`config.mk`:
```
export PLATFORM = sky130hd
export DESIGN_NAME = hazard_ctrl
export DESIGN_NICKNAME = d
export VERILOG_FILES = /design/src/rtl/hazard_pkg.sv /design/src/rtl/src_match.sv /design/src/rtl/hazard_ctrl.sv
export SDC_FILE = /design/constraint.sdc
export NUM_CORES = 1
export LEC_CHECK = 0
export ABC_AREA = 1
export CAP_MARGIN = 20
export CORE_MARGIN = 1
export CORE_UTILIZATION = 30
export DETAILED_ROUTE_END_ITERATION = 16
export PLACE_DENSITY = 0.64
export SLEW_MARGIN = 30
export SYNTH_ARGS = -nofsm -noshare
export SYNTH_HDL_FRONTEND = slang
export SYNTH_SLANG_ARGS = --single-unit
```
`constraint.sdc`:
```
create_clock -name clk -period 2.5 [get_ports clk]
set_clock_uncertainty 0.15 [all_clocks]
set_input_delay 0.75 -clock clk [delete_from_list [all_inputs] [get_ports clk]]
set_output_delay 0.75 -clock clk [all_outputs]
set_load 0.01 [all_outputs]
```
`src/rtl/hazard_pkg.sv`:
```
// rtl/hazard_pkg.sv - shared constants and helpers for the pipeline hazard controller
package hazard_pkg;

    localparam int FWD_RF = 0;

    function automatic int fwd_stage(input int k);
        return k + 1;
    endfunction

    function automatic int sel_w(input int depth);
        return $clog2(depth + 1);
    endfunction

    function automatic bit params_legal(input int depth, input int load_ready, input int redir_stage);
        return (load_ready >= 0) && (load_ready < depth) &&
               (redir_stage >= 0) && (redir_stage < depth);
    endfunction

endpackage

```
`src/rtl/src_match.sv`:
```
// rtl/src_match.sv - youngest-producer priority match for one decode source register
module src_match
    import hazard_pkg::*;
#(
    parameter int DEPTH      = 3,
    parameter int RA_W       = 5,
    parameter int LOAD_READY = 2,
    parameter int SEL_W      = 2
) (
    input  logic [RA_W-1:0]       src,
    input  logic                  used,
    input  logic [DEPTH-1:0]      v,
    input  logic [DEPTH-1:0]      w,
    input  logic [DEPTH-1:0]      ld,
    input  logic [DEPTH*RA_W-1:0] rd,
    output logic [SEL_W-1:0]      fwd_sel,
    output logic                  hazard
);

    logic [DEPTH-1:0] match;

    always_comb begin
        match = '0;
        for (int k = 0; k < DEPTH; k++) begin
            match[k] = used && (src != '0) && v[k] && w[k] && (rd[k*RA_W +: RA_W] == src);
        end
    end

    // Scan oldest to youngest so the lowest matching slot overwrites the rest.
    always_comb begin
        fwd_sel = SEL_W'(FWD_RF);
        hazard  = 1'b0;
        for (int k = DEPTH - 1; k >= 0; k--) begin
            if (match[k]) begin
                fwd_sel = SEL_W'(fwd_stage(k));
                hazard  = ld[k] && (k < LOAD_READY);
            end
        end
    end

endmodule

```
`src/rtl/hazard_ctrl.sv`:
```
// rtl/hazard_ctrl.sv - in-flight producer tracking, forwarding selects, load-use stall and redirect flush
module hazard_ctrl
    import hazard_pkg::*;
#(
    parameter int  DEPTH       = 3,
    parameter int  NSRC        = 2,
    parameter int  RA_W        = 5,
    parameter int  LOAD_READY  = 2,
    parameter int  REDIR_STAGE = 1,
    parameter int  CNT_W       = 16,
    localparam int SEL_W       = sel_w(DEPTH)
) (
    input  logic                  clk,
    input  logic                  reset,
    input  logic                  dec_valid,
    input  logic [NSRC*RA_W-1:0]  dec_rs,
    input  logic [NSRC-1:0]       dec_rs_used,
    input  logic [RA_W-1:0]       dec_rd,
    input  logic                  dec_rf_w,
    input  logic                  dec_load,
    input  logic                  redirect,
    output logic                  stall_f,
    output logic                  stall_d,
    output logic                  flush_fd,
    output logic [NSRC*SEL_W-1:0] fwd_sel,
    output logic [DEPTH-1:0]      stage_valid,
    output logic [CNT_W-1:0]      stall_cnt,
    output logic [CNT_W-1:0]      flush_cnt
);

    if (!params_legal(DEPTH, LOAD_READY, REDIR_STAGE)) begin : g_bad_params
        $error("hazard_ctrl: LOAD_READY and REDIR_STAGE must be below DEPTH");
    end

    logic [DEPTH-1:0]      v_q, v_d, w_q, w_d, ld_q, ld_d;
    logic [DEPTH*RA_W-1:0] rd_q, rd_d;
    logic [CNT_W-1:0]      stall_cnt_q, stall_cnt_d, flush_cnt_q, flush_cnt_d;
    logic [NSRC-1:0]       hazard;
    logic                  stall;
    logic                  issue;

    for (genvar i = 0; i < NSRC; i++) begin : g_src
        src_match #(
            .DEPTH      (DEPTH),
            .RA_W       (RA_W),
            .LOAD_READY (LOAD_READY),
            .SEL_W      (SEL_W)
        ) u_match (
            .src     (dec_rs[i*RA_W +: RA_W]),
            .used    (dec_rs_used[i]),
            .v       (v_q),
            .w       (w_q),
            .ld      (ld_q),
            .rd      (rd_q),
            .fwd_sel (fwd_sel[i*SEL_W +: SEL_W]),
            .hazard  (hazard[i])
        );
    end

    // Redirect outranks the load-use stall: the stalled D instruction is being flushed anyway.
    assign stall       = dec_valid && (|hazard) && !redirect;
    assign issue       = dec_valid && !stall && !redirect;
    assign stall_f     = stall;
    assign stall_d     = stall;
    assign flush_fd    = redirect;
    assign stage_valid = v_q;
    assign stall_cnt   = stall_cnt_q;
    assign flush_cnt   = flush_cnt_q;

    always_comb begin
        v_d  = '0;
        w_d  = '0;
        ld_d = '0;
        rd_d = '0;
        v_d[0]            = issue;
        w_d[0]            = issue && dec_rf_w;
        ld_d[0]           = issue && dec_load;
        rd_d[RA_W-1:0]    = dec_rd;
        // Slots at or younger than the redirecting stage are wrong-path work.
        for (int k = 1; k < DEPTH; k++) begin
            v_d[k]                 = v_q[k-1] && !(redirect && (k <= REDIR_STAGE));
            w_d[k]                 = w_q[k-1];
            ld_d[k]                = ld_q[k-1];
            rd_d[k*RA_W +: RA_W]   = rd_q[(k-1)*RA_W +: RA_W];
        end

        stall_cnt_d = stall_cnt_q;
        flush_cnt_d = flush_cnt_q;
        if (stall && !(&stall_cnt_q)) begin
            stall_cnt_d = stall_cnt_q + CNT_W'(1);
        end
        if (redirect && !(&flush_cnt_q)) begin
            flush_cnt_d = flush_cnt_q + CNT_W'(1);
        end
    end

    always_ff @(posedge clk or negedge reset) begin
        if (!reset) begin
            v_q         <= '0;
            w_q         <= '0;
            ld_q        <= '0;
            rd_q        <= '0;
            stall_cnt_q <= '0;
            flush_cnt_q <= '0;
        end else begin
            v_q         <= v_d;
            w_q         <= w_d;
            ld_q        <= ld_d;
            rd_q        <= rd_d;
            stall_cnt_q <= stall_cnt_d;
            flush_cnt_q <= flush_cnt_d;
        end
    end

endmodule

```
==> metrics, run 1 <==
Detailed Route WL=7760 um; syn_area_per_cell=7.68 um2; dpl cell area=3990 um2; Syn. warnings=0; Clock H-tree levels=2; Clock Latency Late Sink=0.30 ns; status=finished, violations left; synth unique cells=35; GRT Residual Overflow=0; Period minus WS final=2.81 ns; Sw Pwr=0.000605 W; Slew Limit Fails=0; DP HPWL=5590 um; clock sinks=55; initial antenna violation count=0; WP depth=13; die area=10500 um2; clk slew on worst S/H paths=0.09 ns; final hold vios=0; most frequent cells in the layout=99 x nand2_1, 54 x dfrtp_1, 46 x inv_1; CTS Hold Bufs=0; Synth Register Bits=55; # rows=36; setup_tns=-1.38 ns; GR Util All Layers=15.3%; endpoints failing setup=6; met1 wire length=3390 um; largest net degree at the start of global routing=56; diode count=0; filler cell count=964; CP endpoint=stall_d; initial core utilization=31.0%; CTS buffer count=5; met2 WL post-DR=4030 um; Gate Count Post-Synth=394; initial DRC count=121; reg2reg setup slack=0.28 ns; RSZ-0062 raised after global routing=yes; path depth of the worst reg2reg path=15; max-cap violations=0; crit path DAT=1.91 ns; via/cell ratio=4.56; worst-path fanout max=3; max incr delay on CP=0.15 ns; Chip Width=102 um; area grow syn2layout=47.5%; core area=9770 um2; violated checks=setup timing; measured slew at the worst slew-check pin=0.381 ns; Slowest cell on crit path=a21boi_4; Peak Freq=356 MHz; worst hold-check path type=reg2reg; WL/cell=12.4 um; syn_nets=419; setup slack after layout=-0.308 ns; Clk pwr share=28.4%; crit-path cells=buf_8 > inv_4 > buf_6 > nand2_2 > nand2_1 > nor2_1 > nand2_1 > nor2_2 > nand3_2 > nand2_2 > nand2_4 > a21boi_4 > buf_2; Switching Fraction=28.0%; Buf/Inv on CP=4; Power Density=484 nW/um2; post-route cell area=4470 um2; first-pass GRT wire length=12600 um; Max clock buf depth=2; drt drc=0; Critical Path End Type=output port; Met3 Routed Length=289 um; routed vias=2844; dominant synthesized flop cell=dfrtp_1; CTS tree=built; final RePlAce weighted congestion=0.830; commonest non-fill, non-tap cell in the layout=nand2_1; Startpoint Class=input port; layout cells sized above 1=26.9%; combinational cell fraction of total power=22.9%; Mapped Area=3030 um2; Max VDD drop=0.348 mV; Rel. slew slack=74.4%; Sequential Power Share=48.7%; antenna-violating nets left=0; final net count=515; number of global-route vias before repair=2739; Pleak=2.13 nW; TritonRoute pass-1 iters=5; Pint=0.00156 W; Setup Crit Path Kind=in2out; crit share post-route=112%; Post-synth EDFFs=0; reg-to-reg endpoint=stall_cnt[2]; Buffers on Ports=64; crit path from=dec_rs[5]; RR Startpoint=rd_q[3]; CP delay by family, top=simple AND/OR/NAND/NOR gates; CTS root buf=clkbuf_8; Post-synth ARST share=100%; Max Used Layer=met4; worst endpoint required time=1.60 ns; Die Height=102 um; # IOs=65; register area share after synthesis=45.5%
-- worst register-to-register path, stage by stage, from the launching register on --
cell and delay, ns:
dfrtp_2 0.45, inv_1 0.12, nand2_4 0.07, nand2_4 0.08
nor2_4 0.04, nand3_4 0.09, buf_6 0.11, nand3_4 0.09
nand2_2 0.09, nand2_4 0.06, buf_4 0.13, buf_4 0.13
nand2_4 0.23, nand3_2 0.15, nand2_1 0.08, o21ai_1 0.06
-- synthesized netlist by cell type (3+ instances only) --
cell type  number  share of area (%)
buf_4           3               0.74
nand3_1        28                4.6
nor4_1          3               0.62
xor2_1         11                3.2
nor3_1         10                1.7
nand4_1        23                4.8
dfrtp_1        55                 45
a21oi_1         3               0.50
inv_2           6               0.74
nor2_1         30                3.7
xnor2_1         9                2.6
o21ai_0         3               0.50
nand3_2         3               0.99
nor2_2          4               0.83
nand2_1       122                 15
inv_1          56                6.9
-- worst min path at each step --
stage / depth (start not counted) / end / slack (ns) / start
floorplan: 0 / w_q[1] / 0.20 / w_q[0]
global placement: 0 / w_q[2] / 0.21 / w_q[1]
detailed placement: 0 / w_q[2] / 0.22 / w_q[1]
CTS: 0 / w_q[2] / 0.24 / w_q[1]
global route: 0 / w_q[2] / 0.28 / w_q[1]
finish: 0 / w_q[2] / 0.24 / w_q[1]
-- stage by stage --
step	utilization, %	hold WS, ns	total power [W]	setup WS, ns	cells
2_1_floorplan	-	0.204	0.00126	-0.0759	394
3_3_place_gp	40.9	0.212	0.00151	-1.26	607
3_5_place_dp	40.9	0.218	0.00151	-1.28	607
4_1_cts	43.3	0.241	0.00216	-0.286	622
5_1_grt	45.7	0.277	0.00229	-0.368	624
6_report	45.7	0.238	0.00216	-0.308	624
-- state kept, by name, indices dropped and copies added (netlist names) --
name / flops
flush_cnt: 16
ld_q: 2
rd_q: 15
stage_valid: 3
stall_cnt: 16
w_q: 3
-- cells by family (layout without fill, tap and decap cells) --
group,count (synthesis),count (layout),share of synthesized area [%]
buf+inv,70,167,9.71
compound gates,15,15,3.14
mux,2,2,0.703
simple gates,230,230,34.4
flops,55,55,45.5
fa+ha+maj,2,2,0.827
xor+xnor,20,20,5.79
-- repair_timing --
action	CTS	global route
resized for setup	115	63
setup buffers	8	2
setup endpoints to repair	23	6
pin swaps	27	25
-- per-layer routing --
layer / GRT usage [%] / up-vias
met1: 18.9 / 1342
met3: 3.21 / 4
met5: 0 / -
met4: 3.52 / 0
met2: 27.2 / 58
li1: - / 1440
-- area by class of cell --
| type | instances | area [um2] | share of cell area, % |
|---|---|---|---|
| clock buffer | 6 | 82.6 | 1.85 |
| clock inverter | 2 | 35.0 | 0.785 |
| inverter | 62 | 273 | 6.11 |
| multi-input combinational | 269 | 1580 | 35.4 |
| sequential | 55 | 1380 | 30.8 |
| tap | 133 | 166 | 3.73 |
| timing repair buffer | 97 | 952 | 21.3 |
-- power by group through the flow --
stage | clock network [W] | registers [W] | logic (W)
2_1_floorplan | 0 | 0.00108 | 0.000180
3_3_place_gp | 0 | 0.00106 | 0.000444
3_5_place_dp | 0 | 0.00106 | 0.000449
4_1_cts | 0.000644 | 0.00105 | 0.000467
5_1_grt | 0.000672 | 0.00107 | 0.000550
6_report | 0.000614 | 0.00105 | 0.000496
Power figures use the tool's default switching activity.
==> inputs of run 2 (changes only) <==
- HOLD_SLACK_MARGIN: not set -> 0.15
==> results of run 2 <==
Final layout, timing and power as in run 1 (identical DEF).
